File: src/rtl/regs_wb_ctrl_pkg.sv
// regs_wb_ctrl_pkg: shared core widths, write-back buffer depth default and entry type.
package regs_wb_ctrl_pkg;
    localparam int CPU_WIDTH          = 32;
    localparam int REG_ADDR_WIDTH     = 5;
    localparam int REG_DATA_DEPTH     = 1 << REG_ADDR_WIDTH;
    localparam int REGS_WB_FIFO_DEPTH = 4;

    typedef logic [REG_ADDR_WIDTH-1:0] reg_addr_t;
    typedef logic [CPU_WIDTH-1:0]      cpu_data_t;
    typedef logic [REG_DATA_DEPTH-1:0] reg_mask_t;

    typedef struct packed {
        reg_addr_t addr;
        cpu_data_t data;
    } wb_entry_t;

    localparam int WB_ENTRY_WIDTH = $bits(wb_entry_t);

    // x0 is hardwired, so it never appears in any scoreboard mask
    function automatic reg_mask_t addr_onehot(input logic en, input reg_addr_t a);
        return (en && a != '0) ? reg_mask_t'(1) << a : '0;
    endfunction
endpackage

File: src/rtl/regs_wb_ctrl_if.sv
// regs_wb_ctrl_if: ALU/LSU write-back requests, register-file write port and busy scoreboard.
interface regs_wb_ctrl_if;
    import regs_wb_ctrl_pkg::*;

    logic      alu_wr_en_i;
    reg_addr_t alu_wr_adder_i;
    cpu_data_t alu_wr_data_i;
    logic      lsu_wr_valid_i;
    logic      lsu_wr_ready_o;
    reg_addr_t lsu_wr_adder_i;
    cpu_data_t lsu_wr_data_i;
    logic      lsu_issue_i;
    reg_addr_t lsu_issue_adder_i;
    logic      reg_wr_en_o;
    reg_addr_t reg_wr_adder_o;
    cpu_data_t reg_wr_data_o;
    reg_mask_t busy_o;

    modport master (
        output alu_wr_en_i, alu_wr_adder_i, alu_wr_data_i,
        output lsu_wr_valid_i, lsu_wr_adder_i, lsu_wr_data_i,
        output lsu_issue_i, lsu_issue_adder_i,
        input  lsu_wr_ready_o, reg_wr_en_o, reg_wr_adder_o, reg_wr_data_o, busy_o
    );

    modport slave (
        input  alu_wr_en_i, alu_wr_adder_i, alu_wr_data_i,
        input  lsu_wr_valid_i, lsu_wr_adder_i, lsu_wr_data_i,
        input  lsu_issue_i, lsu_issue_adder_i,
        output lsu_wr_ready_o, reg_wr_en_o, reg_wr_adder_o, reg_wr_data_o, busy_o
    );
endinterface

File: src/rtl/regs_wb_fifo.sv
// regs_wb_fifo: synchronous in-order FIFO, power-of-two depth, push while full allowed when popping.
module regs_wb_fifo #(
    parameter int DEPTH = 4,
    parameter int WIDTH = 8
) (
    input  logic             clk,
    input  logic             rst,
    input  logic             push,
    input  logic             pop,
    input  logic [WIDTH-1:0] din,
    output logic [WIDTH-1:0] dout,
    output logic             full,
    output logic             empty
);
    localparam int AW = $clog2(DEPTH);

    logic [WIDTH-1:0] mem [DEPTH];
    logic [AW-1:0]    wr_ptr;
    logic [AW-1:0]    rd_ptr;
    logic [AW:0]      count;
    logic             do_push;
    logic             do_pop;

    assign full    = count == (AW+1)'(DEPTH);
    assign empty   = count == '0;
    assign do_pop  = pop && !empty;
    assign do_push = push && (!full || do_pop);
    assign dout    = mem[rd_ptr];

    always_ff @(posedge clk) begin
        if (do_push) mem[wr_ptr] <= din;
    end

    // pointers wrap through natural overflow because DEPTH is a power of two
    always_ff @(posedge clk or posedge rst) begin
        if (rst) begin
            wr_ptr <= '0;
            rd_ptr <= '0;
            count  <= '0;
        end else begin
            if (do_push) wr_ptr <= wr_ptr + 1'b1;
            if (do_pop) rd_ptr <= rd_ptr + 1'b1;
            count <= count + (AW+1)'(do_push) - (AW+1)'(do_pop);
        end
    end
endmodule

File: src/rtl/regs_wb_ctrl.sv
// regs_wb_ctrl: register-file write-back arbiter (ALU priority, buffered loads, pending-load scoreboard).
// Define REGS_WB_BYPASS_EN to let a load skip the empty buffer when the ALU is idle.
module regs_wb_ctrl
    import regs_wb_ctrl_pkg::*;
#(
    parameter int FIFO_DEPTH = REGS_WB_FIFO_DEPTH
) (
    input logic           clk,
    input logic           rst,
    regs_wb_ctrl_if.slave bus
);
    wb_entry_t head;
    wb_entry_t lsu_entry;
    wb_entry_t alu_entry;
    wb_entry_t wr_next;
    logic      wr_en_next;
    logic      full;
    logic      empty;
    logic      pop;
    logic      push;
    logic      accept;
    logic      bypass;
    logic      lsu_nz;
    logic      alu_hit;
    reg_mask_t set_mask;
    reg_mask_t clr_mask;
    logic      wr_en_q;
    reg_addr_t wr_adder_q;
    cpu_data_t wr_data_q;
    reg_mask_t busy_q;

    assign lsu_entry = '{addr: bus.lsu_wr_adder_i, data: bus.lsu_wr_data_i};
    assign alu_entry = '{addr: bus.alu_wr_adder_i, data: bus.alu_wr_data_i};
    assign pop       = !bus.alu_wr_en_i && !empty;
    assign accept    = bus.lsu_wr_valid_i && bus.lsu_wr_ready_o;
    assign lsu_nz    = bus.lsu_wr_adder_i != '0;
    assign alu_hit   = bus.alu_wr_en_i && bus.alu_wr_adder_i != '0;

    assign bus.lsu_wr_ready_o = !full || pop;

`ifdef REGS_WB_BYPASS_EN
    assign bypass = accept && empty && !bus.alu_wr_en_i;
`else
    assign bypass = 1'b0;
`endif

    // x0 loads are acknowledged but never buffered
    assign push = accept && lsu_nz && !bypass;

    regs_wb_fifo #(
        .DEPTH (FIFO_DEPTH),
        .WIDTH (WB_ENTRY_WIDTH)
    ) u_fifo (
        .clk   (clk),
        .rst   (rst),
        .push  (push),
        .pop   (pop),
        .din   (lsu_entry),
        .dout  (head),
        .full  (full),
        .empty (empty)
    );

    always_comb begin
        wr_en_next = alu_hit || pop || (bypass && lsu_nz);
        wr_next    = bus.alu_wr_en_i ? alu_entry : pop ? head : lsu_entry;
        clr_mask   = addr_onehot(pop, head.addr) | addr_onehot(bypass, lsu_entry.addr);
        set_mask   = addr_onehot(bus.lsu_issue_i, bus.lsu_issue_adder_i);
    end

    // set is OR-ed after the clear so a re-issue in the emit cycle keeps the bit
    always_ff @(posedge clk or posedge rst) begin
        if (rst) begin
            wr_en_q    <= 1'b0;
            wr_adder_q <= '0;
            wr_data_q  <= '0;
            busy_q     <= '0;
        end else begin
            wr_en_q <= wr_en_next;
            if (wr_en_next) begin
                wr_adder_q <= wr_next.addr;
                wr_data_q  <= wr_next.data;
            end
            busy_q <= (busy_q & ~clr_mask) | set_mask;
        end
    end

    assign bus.reg_wr_en_o    = wr_en_q;
    assign bus.reg_wr_adder_o = wr_adder_q;
    assign bus.reg_wr_data_o  = wr_data_q;
    assign bus.busy_o         = busy_q;

    alu_to_busy_a: assert property (@(posedge clk) disable iff (rst)
        !(bus.alu_wr_en_i && busy_q[bus.alu_wr_adder_i]));

    issue_to_busy_a: assert property (@(posedge clk) disable iff (rst)
        !(bus.lsu_issue_i && busy_q[bus.lsu_issue_adder_i] && !clr_mask[bus.lsu_issue_adder_i]));
endmodule

File: src/flat_wrapper.sv
// flat-port wrapper written by rule: the top's interface ports become plain ports
module regs_wb_ctrl_flat import regs_wb_ctrl_pkg::*;
#(
    parameter int FIFO_DEPTH = REGS_WB_FIFO_DEPTH
)
  (clk, rst, bus_alu_wr_en_i, bus_alu_wr_adder_i, bus_alu_wr_data_i, bus_lsu_wr_valid_i, bus_lsu_wr_adder_i, bus_lsu_wr_data_i, bus_lsu_issue_i, bus_lsu_issue_adder_i, bus_lsu_wr_ready_o, bus_reg_wr_en_o, bus_reg_wr_adder_o, bus_reg_wr_data_o, bus_busy_o);
  regs_wb_ctrl_if bus_i ();
  input logic clk;
  input logic rst;
  input wire logic [$bits(bus_i.alu_wr_en_i)-1:0] bus_alu_wr_en_i;
  input wire logic [$bits(bus_i.alu_wr_adder_i)-1:0] bus_alu_wr_adder_i;
  input wire logic [$bits(bus_i.alu_wr_data_i)-1:0] bus_alu_wr_data_i;
  input wire logic [$bits(bus_i.lsu_wr_valid_i)-1:0] bus_lsu_wr_valid_i;
  input wire logic [$bits(bus_i.lsu_wr_adder_i)-1:0] bus_lsu_wr_adder_i;
  input wire logic [$bits(bus_i.lsu_wr_data_i)-1:0] bus_lsu_wr_data_i;
  input wire logic [$bits(bus_i.lsu_issue_i)-1:0] bus_lsu_issue_i;
  input wire logic [$bits(bus_i.lsu_issue_adder_i)-1:0] bus_lsu_issue_adder_i;
  output wire logic [$bits(bus_i.lsu_wr_ready_o)-1:0] bus_lsu_wr_ready_o;
  output wire logic [$bits(bus_i.reg_wr_en_o)-1:0] bus_reg_wr_en_o;
  output wire logic [$bits(bus_i.reg_wr_adder_o)-1:0] bus_reg_wr_adder_o;
  output wire logic [$bits(bus_i.reg_wr_data_o)-1:0] bus_reg_wr_data_o;
  output wire logic [$bits(bus_i.busy_o)-1:0] bus_busy_o;
  assign bus_i.alu_wr_en_i = bus_alu_wr_en_i;
  assign bus_i.alu_wr_adder_i = bus_alu_wr_adder_i;
  assign bus_i.alu_wr_data_i = bus_alu_wr_data_i;
  assign bus_i.lsu_wr_valid_i = bus_lsu_wr_valid_i;
  assign bus_i.lsu_wr_adder_i = bus_lsu_wr_adder_i;
  assign bus_i.lsu_wr_data_i = bus_lsu_wr_data_i;
  assign bus_i.lsu_issue_i = bus_lsu_issue_i;
  assign bus_i.lsu_issue_adder_i = bus_lsu_issue_adder_i;
  assign bus_lsu_wr_ready_o = bus_i.lsu_wr_ready_o;
  assign bus_reg_wr_en_o = bus_i.reg_wr_en_o;
  assign bus_reg_wr_adder_o = bus_i.reg_wr_adder_o;
  assign bus_reg_wr_data_o = bus_i.reg_wr_data_o;
  assign bus_busy_o = bus_i.busy_o;
  regs_wb_ctrl #(.FIFO_DEPTH(FIFO_DEPTH)) u_core (.clk(clk), .rst(rst), .bus(bus_i));
endmodule
File: config.mk
export PLATFORM = sky130hd
export DESIGN_NAME = regs_wb_ctrl_flat
export DESIGN_NICKNAME = d
export VERILOG_FILES = /design/src/rtl/regs_wb_ctrl_pkg.sv /design/src/rtl/regs_wb_ctrl_if.sv /design/src/rtl/regs_wb_fifo.sv /design/src/rtl/regs_wb_ctrl.sv /design/src/flat_wrapper.sv
export SDC_FILE = /design/constraint.sdc
export NUM_CORES = 1
export LEC_CHECK = 0
export CAP_MARGIN = 20
export CORE_MARGIN = 1.5
export CORE_UTILIZATION = 30
export DETAILED_ROUTE_END_ITERATION = 6
export RECOVER_POWER = 25
export SLEW_MARGIN = 15
export SYNTH_ARGS = -nofsm -noshare
export SYNTH_HDL_FRONTEND = slang
export SYNTH_SLANG_ARGS = --single-unit
export TNS_END_PERCENT = 50
File: constraint.sdc
create_clock -name clk -period 3.2 [get_ports clk]
set_input_delay 0.48 -clock clk [delete_from_list [all_inputs] [get_ports clk]]
set_output_delay 0.48 -clock clk [all_outputs]
set_load 0.05 [all_outputs]
==> results of run 1 <==
metrics by stage:
step	hold WS [ns]	worst slack [ns]	power, W
floorplan	0.477	0.300	0.00775
global placement	0.366	0.185	0.00944
detailed placement	0.373	0.150	0.00951
CTS	0.334	0.687	0.0123
global route	0.347	0.469	0.0128
finish	0.338	0.577	0.0122
state kept, by name (all words and copies together) (netlist names):
signal                     flops
u_core.u_fifo.mem            148
u_core.bus.busy_o             32
u_core.bus.reg_wr_data_o      32
u_core.bus.reg_wr_adder_o      5
u_core.u_fifo.count            3
u_core.u_fifo.rd_ptr           2
u_core.u_fifo.wr_ptr           2
u_core.bus.reg_wr_en_o         1
power groups by stage:
stage	clock network, W	registers (W)	logic (W)
finish	0.00280	0.00437	0.00505
global route	0.00297	0.00446	0.00537
CTS	0.00285	0.00437	0.00511
detailed placement	0	0.00442	0.00509
global placement	0	0.00440	0.00504
floorplan	0	0.00562	0.00213
layout by cell type (no fill, tap or decap), types with 3 or more instances in the layout:
master	netlist	routed
dfrtp_1	77	75
clkbuf_16	0	25
a221oi_1	11	11
and4b_1	3	3
a31oi_1	41	41
edfxtp_1	148	148
buf_12	0	5
o21ai_0	21	21
mux2i_1	4	4
nor4b_1	22	22
clkinv_2	0	8
a41oi_1	16	16
mux4_2	36	36
dlygate4sd3_1	0	33
nand2_1	22	22
a21oi_1	57	57
ha_1	6	6
clkinv_1	2	7
diode_2	0	3
xnor2_1	3	3
a211oi_1	22	22
nor2_1	3	3
buf_4	1	21
nor2b_1	4	4
clkdlybuf4s50_1	0	119
inv_1	19	18
and2_2	0	4
nand3_1	22	22
nor3_1	11	11
nor4bb_1	3	3
kinds of logic after synthesis:
group                      after synthesis
and+or+nand+nor                        108
muxes                                   42
xor gates and xnor gates                 5
AOI/OAI and AO/OA                      172
buffers and inverters                   83
adders and majority gates                7
DFF                                    225
worst reg2reg max path: cells and delay by family (launching register included):
kind | cells | cell delay, ns
muxes | 1 | 0.94
AOI/OAI and AO/OA | 1 | 0.21
DFF | 1 | 0.52
and+or+nand+nor | 1 | 0.59
worst max path at each step:
stage                               start                      to  slack [ns]  cells past startpoint
floorplan                 bus_alu_wr_en_i  u_core.u_fifo.count[2]        0.30                     10
global placement    bus_lsu_wr_adder_i[3]  u_core.u_fifo.count[2]        0.18                     10
detailed placement  bus_lsu_wr_adder_i[3]  u_core.u_fifo.count[2]        0.15                     10
CTS                 bus_lsu_wr_adder_i[3]  u_core.u_fifo.count[2]        0.69                     10
global route        bus_lsu_wr_adder_i[3]  u_core.u_fifo.count[2]        0.47                     10
finish              bus_lsu_wr_adder_i[3]  u_core.u_fifo.count[2]        0.58                     10
per-layer routing:
metal  vias to the layer above  part of all wire, %
met1                      3184                   45
met5                         -                0.051
met3                        35                  6.2
met2                       243                   46
met4                         2                  2.0
li1                       2862                    -
final cells by class:
type                            instances  area share, %
Sequential cell                       225           51.4
Multi-Input combinational cell        334           23.0
Timing Repair Buffer                  179           14.4
Clock buffer                           28           5.29
Tap cell                              402           4.05
Clock inverter                         18           1.19
Inverter                               21          0.645
Antenna cell                            3         0.0605
==> impl_metrics.env, run 1 <==
export IMPL_cts_path_max_buffers=3
export IMPL_ys_seq_area_share_pct=66.7
export IMPL_drive_above_1_share_pct=14.5
export IMPL_crit_required_ns=3.59
export IMPL_grt_busiest_layer="met2"
export IMPL_clkLatencyLatePin_ns=0.52
export IMPL_firstDrtPassIters=5
export IMPL_dpl_cell_area_sq_um=11600
export IMPL_setup_violations_final=0
export IMPL_yosys_area_share_simple_pct=7.72
export IMPL_ir_worst_vdd_uv=463
export IMPL_dp_cells=1161
export IMPL_cts_htree_levels=1
export IMPL_synth_xor_area_share_pct=0.458
export IMPL_postCtsSetupRepairBufs=0
export IMPL_final_core_util_pct=39.4
export IMPL_power_frac_clock_pct=22.9
export IMPL_final_net_count=877
export IMPL_avgSynthCellArea_sq_um=14.9
export IMPL_startpoint_type="input port"
export IMPL_skew_ns=0.00935
export IMPL_die_area_sq_um=32900
export IMPL_cts_tree="done"
export IMPL_antenna_found_initial=5
export IMPL_synth_main_ff_cell="edfxtp_1"
export IMPL_wire_per_inst_microns=21.0
export IMPL_place_congestion=0.770
export IMPL_clock_sinks=225
export IMPL_synth_adder_area_share_pct=0.996
export IMPL_holdBufCountCts=0
export IMPL_critPathBufInv=3
export IMPL_r2r_cells=3
export IMPL_synth_top_family_by_area="compound AO/OA/AOI/OAI gates"
export IMPL_synth_edf_count=148
export IMPL_intPower_w=0.00742
export IMPL_clock_root_buffer="clkbuf_16"
export IMPL_hold_violations=0
export IMPL_worst_r2r_endpoint="u_core.bus.busy_o[4]"
export IMPL_synthArstFlopShare_pct=34.2
export IMPL_path_cells="dlygate4sd3_1 -> or3_1 -> o311a_1 -> inv_1 -> ha_1 -> inv_1 -> ha_1 -> fa_1 -> xor2_1 -> xnor2_1"
export IMPL_worst_slew_pin_slew_ns=0.880
export IMPL_synth_most_common_cell="edfxtp_1"
export IMPL_grt_max_degree=72
export IMPL_crit_family="buffers and inverters"
export IMPL_arrival_ns=3.01
export IMPL_core_area_sq_um=31500
export IMPL_fin_cells=1210
export IMPL_fin_area_sq_um=12400
export IMPL_finalCritPeriodShare_pct=82.0
export IMPL_slowest_stage="dlygate4sd3_1"
export IMPL_r2r_slack_ns=0.79
export IMPL_max_freq_ghz=0.381
export IMPL_tns_ns=0
export IMPL_area_growth_pct=29.9
export IMPL_p_per_area_nw_per_um2=984
export IMPL_period_needed_ns=2.62
export IMPL_ys_warn_count=0
export IMPL_use_met2_pct=24.4
export IMPL_drc=0
export IMPL_synth_cell_type_count=43
export IMPL_dr_first_iter_drc_count=563
export IMPL_relSlewSlack_pct=41.1
export IMPL_ys_top_cells_by_count="edfxtp_1 (148), dfrtp_1 (77), a21oi_1 (57), a31oi_1 (41), clkbuf_1 (39)"
export IMPL_synth_area_sq_um=9550
export IMPL_run_status="finished clean"
export IMPL_cpPeakStageDelay_ns=0.59
export IMPL_multi_input_area_sq_um=2860
export IMPL_rows=65
export IMPL_synthesis_nets=733
export IMPL_die_h_microns=181
export IMPL_worst_path_max_fanout=7
export IMPL_ctsResizeCount=0
export IMPL_hold_path_cell_count=3
export IMPL_use_met3_pct=2.93
export IMPL_cap_violations=0
export IMPL_endpoint_kind="flop"
export IMPL_clk_pin_slew_ns=0.06
export IMPL_synth_largest_area_cell="edfxtp_1"
export IMPL_p_sw_share_pct=39.3
export IMPL_switchingPower_w=0.00479
export IMPL_yosysTopAreaCellShare_pct=46.5
export IMPL_vias_per_cell=5.23
export IMPL_grt_pass1_vias=6286
export IMPL_path_class="input port to flop"
export IMPL_overflow=0
export IMPL_grtUsageMet1_pct=22.2
export IMPL_io_pins=155
export IMPL_die_w_microns=181
export IMPL_muxShareOfSynthArea_pct=9.30
export IMPL_seqPwrFrac_pct=35.8
export IMPL_power_leakage_nw=4.27
export IMPL_grtUsageTotal_pct=15.5
export IMPL_grt_pass1_wl_mm=39.3
export IMPL_synthTopCellsByArea="edfxtp_1 (47%), dfrtp_1 (20%), mux4_2 (8.5%), a21oi_1 (3.0%), a31oi_1 (2.7%)"
export IMPL_fill_cells=2935
export IMPL_numCtsBuffers=25
export IMPL_synth_seq_cells=225
export IMPL_initial_utilization_pct=30.3
export IMPL_hpwl_mm=16.4
export IMPL_comb_power_share_pct=41.3
export IMPL_port_buffers=154
export IMPL_drt_wl_total_mm=25.4
export IMPL_min_to="u_core.u_fifo.rd_ptr[0]"
export IMPL_hold_path_class="input port to flop"
export IMPL_syn_inst=642
export IMPL_ant_nets=0
export IMPL_reg2reg_from="u_core.u_fifo.rd_ptr[0]"
export IMPL_rsz0062_at_grt="no"
export IMPL_vias=6326
export IMPL_finalMaxSlewViolations=0
export IMPL_synth_compound_area_share_pct=11.3
export IMPL_ff_latch_area_sq_um=6370
export IMPL_min_from="bus_alu_wr_en_i"
Power figures use the tool's default switching activity.
==> run 2: changes to the inputs <==
- clock period: 3.2 -> 2.4 ns (I/O delays scaled with it)
==> run 2 against run 1 <==
Effect of this change: global-route usage hardly changed; first-iteration DRC count decreased by 6.4%; clock power is 49% higher; sequential power up 34%; critical path depth unchanged; sequential share of layout area decreased by 1.9 points; critical path type unchanged; largest power group unchanged.
==> impl_metrics.env, run 2 (synthesis gave the netlist of run 1 again) <==
export IMPL_run_status="finished clean"
export IMPL_firstDrtPassIters=5
export IMPL_min_from="bus_alu_wr_en_i"
export IMPL_period_needed_ns=2.22
export IMPL_drc=0
export IMPL_drt_wl_total_mm=25.7
export IMPL_initial_utilization_pct=30.3
export IMPL_power_w=0.0170
export IMPL_worst_path_max_fanout=2
export IMPL_path_cells="clkdlybuf4s50_1 -> or3_1 -> o311a_4 -> inv_1 -> ha_1 -> inv_1 -> ha_1 -> fa_1 -> xor2_1 -> xnor2_1"
export IMPL_wl_met3_mm=1.54
export IMPL_final_net_count=915
export IMPL_rsz0062_at_grt="no"
export IMPL_regMostFlops="u_core.u_fifo.mem"
export IMPL_met1_length_mm=11.7
export IMPL_critPathLaunch="bus_lsu_wr_adder_i[3]"
export IMPL_ir_worst_vdd_uv=555
export IMPL_overflow=0
export IMPL_die_area_sq_um=32900
export IMPL_maxUsedRoutingLayer="met5"
export IMPL_skew_ns=0.0255
export IMPL_cts_path_max_buffers=3
export IMPL_relSlewSlack_pct=18.9
export IMPL_cap_violations=0
export IMPL_crit_required_ns=2.81
export IMPL_worst_slew_pin_slew_ns=1.21
export IMPL_critPathBufInv=3
export IMPL_fin_area_sq_um=12900
export IMPL_grt_pass1_vias=6502
export IMPL_ff_latch_area_sq_um=6370
export IMPL_fill_cells=2858
export IMPL_p_per_area_nw_per_um2=1320
export IMPL_seqPwrFrac_pct=34.4
export IMPL_power_frac_clock_pct=24.6
export IMPL_layout_common_cells="edfxtp_1 (148), clkdlybuf4s50_1 (123), dfrtp_1 (75), a21oi_1 (57), buf_4 (56)"
export IMPL_port_buffers=154
export IMPL_multi_input_area_sq_um=2890
export IMPL_ant_nets=0
export IMPL_holdBufCountCts=0
export IMPL_cts_htree_levels=1
export IMPL_final_core_util_pct=40.9
export IMPL_finalCritPeriodShare_pct=92.3
export IMPL_hold_violations=0
export IMPL_dr_first_iter_drc_count=527
export IMPL_mostFrequentLayoutCell="edfxtp_1"
export IMPL_largest_register_ffs=148
export IMPL_antenna_cells=0
export IMPL_grt_max_degree=48
export IMPL_wire_per_inst_microns=20.6
export IMPL_comb_power_share_pct=41.0
export IMPL_clkLatencyLatePin_ns=0.52
export IMPL_p_sw_share_pct=37.6
export IMPL_clock_sinks=225
export IMPL_max_freq_ghz=0.451
export IMPL_antenna_found_initial=1
export IMPL_postCtsSetupRepairBufs=0
export IMPL_die_w_microns=181
export IMPL_grt_pass1_wl_mm=39.2
export IMPL_ctsResizeCount=0
export IMPL_grtUsageTotal_pct=15.5
export IMPL_switchingPower_w=0.00640
export IMPL_cts_tree="done"
export IMPL_r2r_slack_ns=0.22
export IMPL_core_area_sq_um=31500
export IMPL_clock_root_buffer="clkbuf_16"
export IMPL_finalMaxSlewViolations=0
export IMPL_die_h_microns=181
export IMPL_cpPeakStageDelay_ns=0.44
export IMPL_crit_family="adder cells"
export IMPL_power_leakage_nw=4.52
export IMPL_rows=65
export IMPL_hpwl_mm=17.7
export IMPL_vias=6454
export IMPL_numCtsBuffers=25
export IMPL_arrival_ns=2.62
export IMPL_tns_ns=0
export IMPL_drive_above_1_share_pct=18.9
export IMPL_vias_per_cell=5.19
export IMPL_area_growth_pct=34.9
export IMPL_hold_path_class="input port to flop"
export IMPL_endpoint_kind="flop"
export IMPL_reg2reg_from="u_core.u_fifo.count[0]"
export IMPL_slowest_stage="clkdlybuf4s50_1"
export IMPL_startpoint_type="input port"
export IMPL_path_class="input port to flop"
export IMPL_clk_pin_slew_ns=0.06
export IMPL_wl_met2_mm=12.1
export IMPL_setup_violations_final=0
export IMPL_intPower_w=0.0106
export IMPL_io_pins=155
export IMPL_place_congestion=0.768
export IMPL_dpl_cell_area_sq_um=12000
==> run 2: cell count changes in the layout (fill, tap and decap cells not counted), sizes merged <==
| cell | before | now |
|---|---|---|
| dlygate4sd3 | 33 | 29 |
| clkdlybuf4s50 | 119 | 123 |
| clkinv | 17 | 7 |
| clkinvlp | 1 | 3 |
| bufinv | 2 | 6 |
| inv | 19 | 18 |
| clkbuf | 28 | 32 |
| buf | 27 | 65 |
| diode | 3 | 0 |
==> run 2: cell type report <==
type	instances	share of cell area, %
repair buffers	217	16.5
well taps	402	3.90
inverters	21	0.622
clock inverters	13	1.73
multi-input cells	334	22.4
flip-flops and latches	225	49.5
clock buffers	32	5.37
==> run 2: metrics by stage <==
step / hold WS, ns / worst slack (ns) / cells
2_1_floorplan: 0.459 / 0.00947 / 642
6_report: 0.183 / 0.185 / 1244
5_1_grt: 0.170 / 0.118 / 1244
4_1_cts: 0.167 / 0.195 / 1244
3_3_place_gp: 0.365 / -0.347 / 1199
3_5_place_dp: 0.368 / -0.355 / 1199
==> run 2: per-layer routing <==
| layer | up-vias | GRT usage [%] |
|---|---|---|
| met5 | - | 0 |
| met4 | 2 | 2.93 |
| met3 | 28 | 2.91 |
| met2 | 229 | 25.3 |
| met1 | 3262 | 21.8 |
| li1 | 2933 | - |
==> run 2: path summary, 6_finish.rpt <==
check,end,cells past startpoint
setup / recovery,u_core.u_fifo.count[2],10
hold / removal,u_core.u_fifo.rd_ptr[0],3
setup reg to reg,u_core.u_fifo.count[2],9
hold reg to reg,u_core.bus.busy_o[0],0
max in group asynchronous,u_core.bus.busy_o[13],3
min in group asynchronous,u_core.bus.busy_o[21],2
==> run 2: worst register-to-register path, delay by kind of cell (launching register included) <==
| kind | cells | cell delay, ns |
|---|---|---|
| compound gates | 1 | 0.20 |
| flops | 1 | 0.43 |
| fa+ha+maj | 3 | 0.84 |
| xor+xnor | 2 | 0.32 |
| simple gates | 1 | 0.20 |
| buf+inv | 2 | 0.08 |
==> run 2: power groups by stage <==
stage	logic, W	registers [W]	clock network [W]
after detailed placement	0.00704	0.00592	0
final	0.00698	0.00585	0.00418
after CTS	0.00707	0.00586	0.00429
after global routing	0.00738	0.00596	0.00446
after global placement	0.00699	0.00590	0
after floorplan	0.00287	0.00749	0
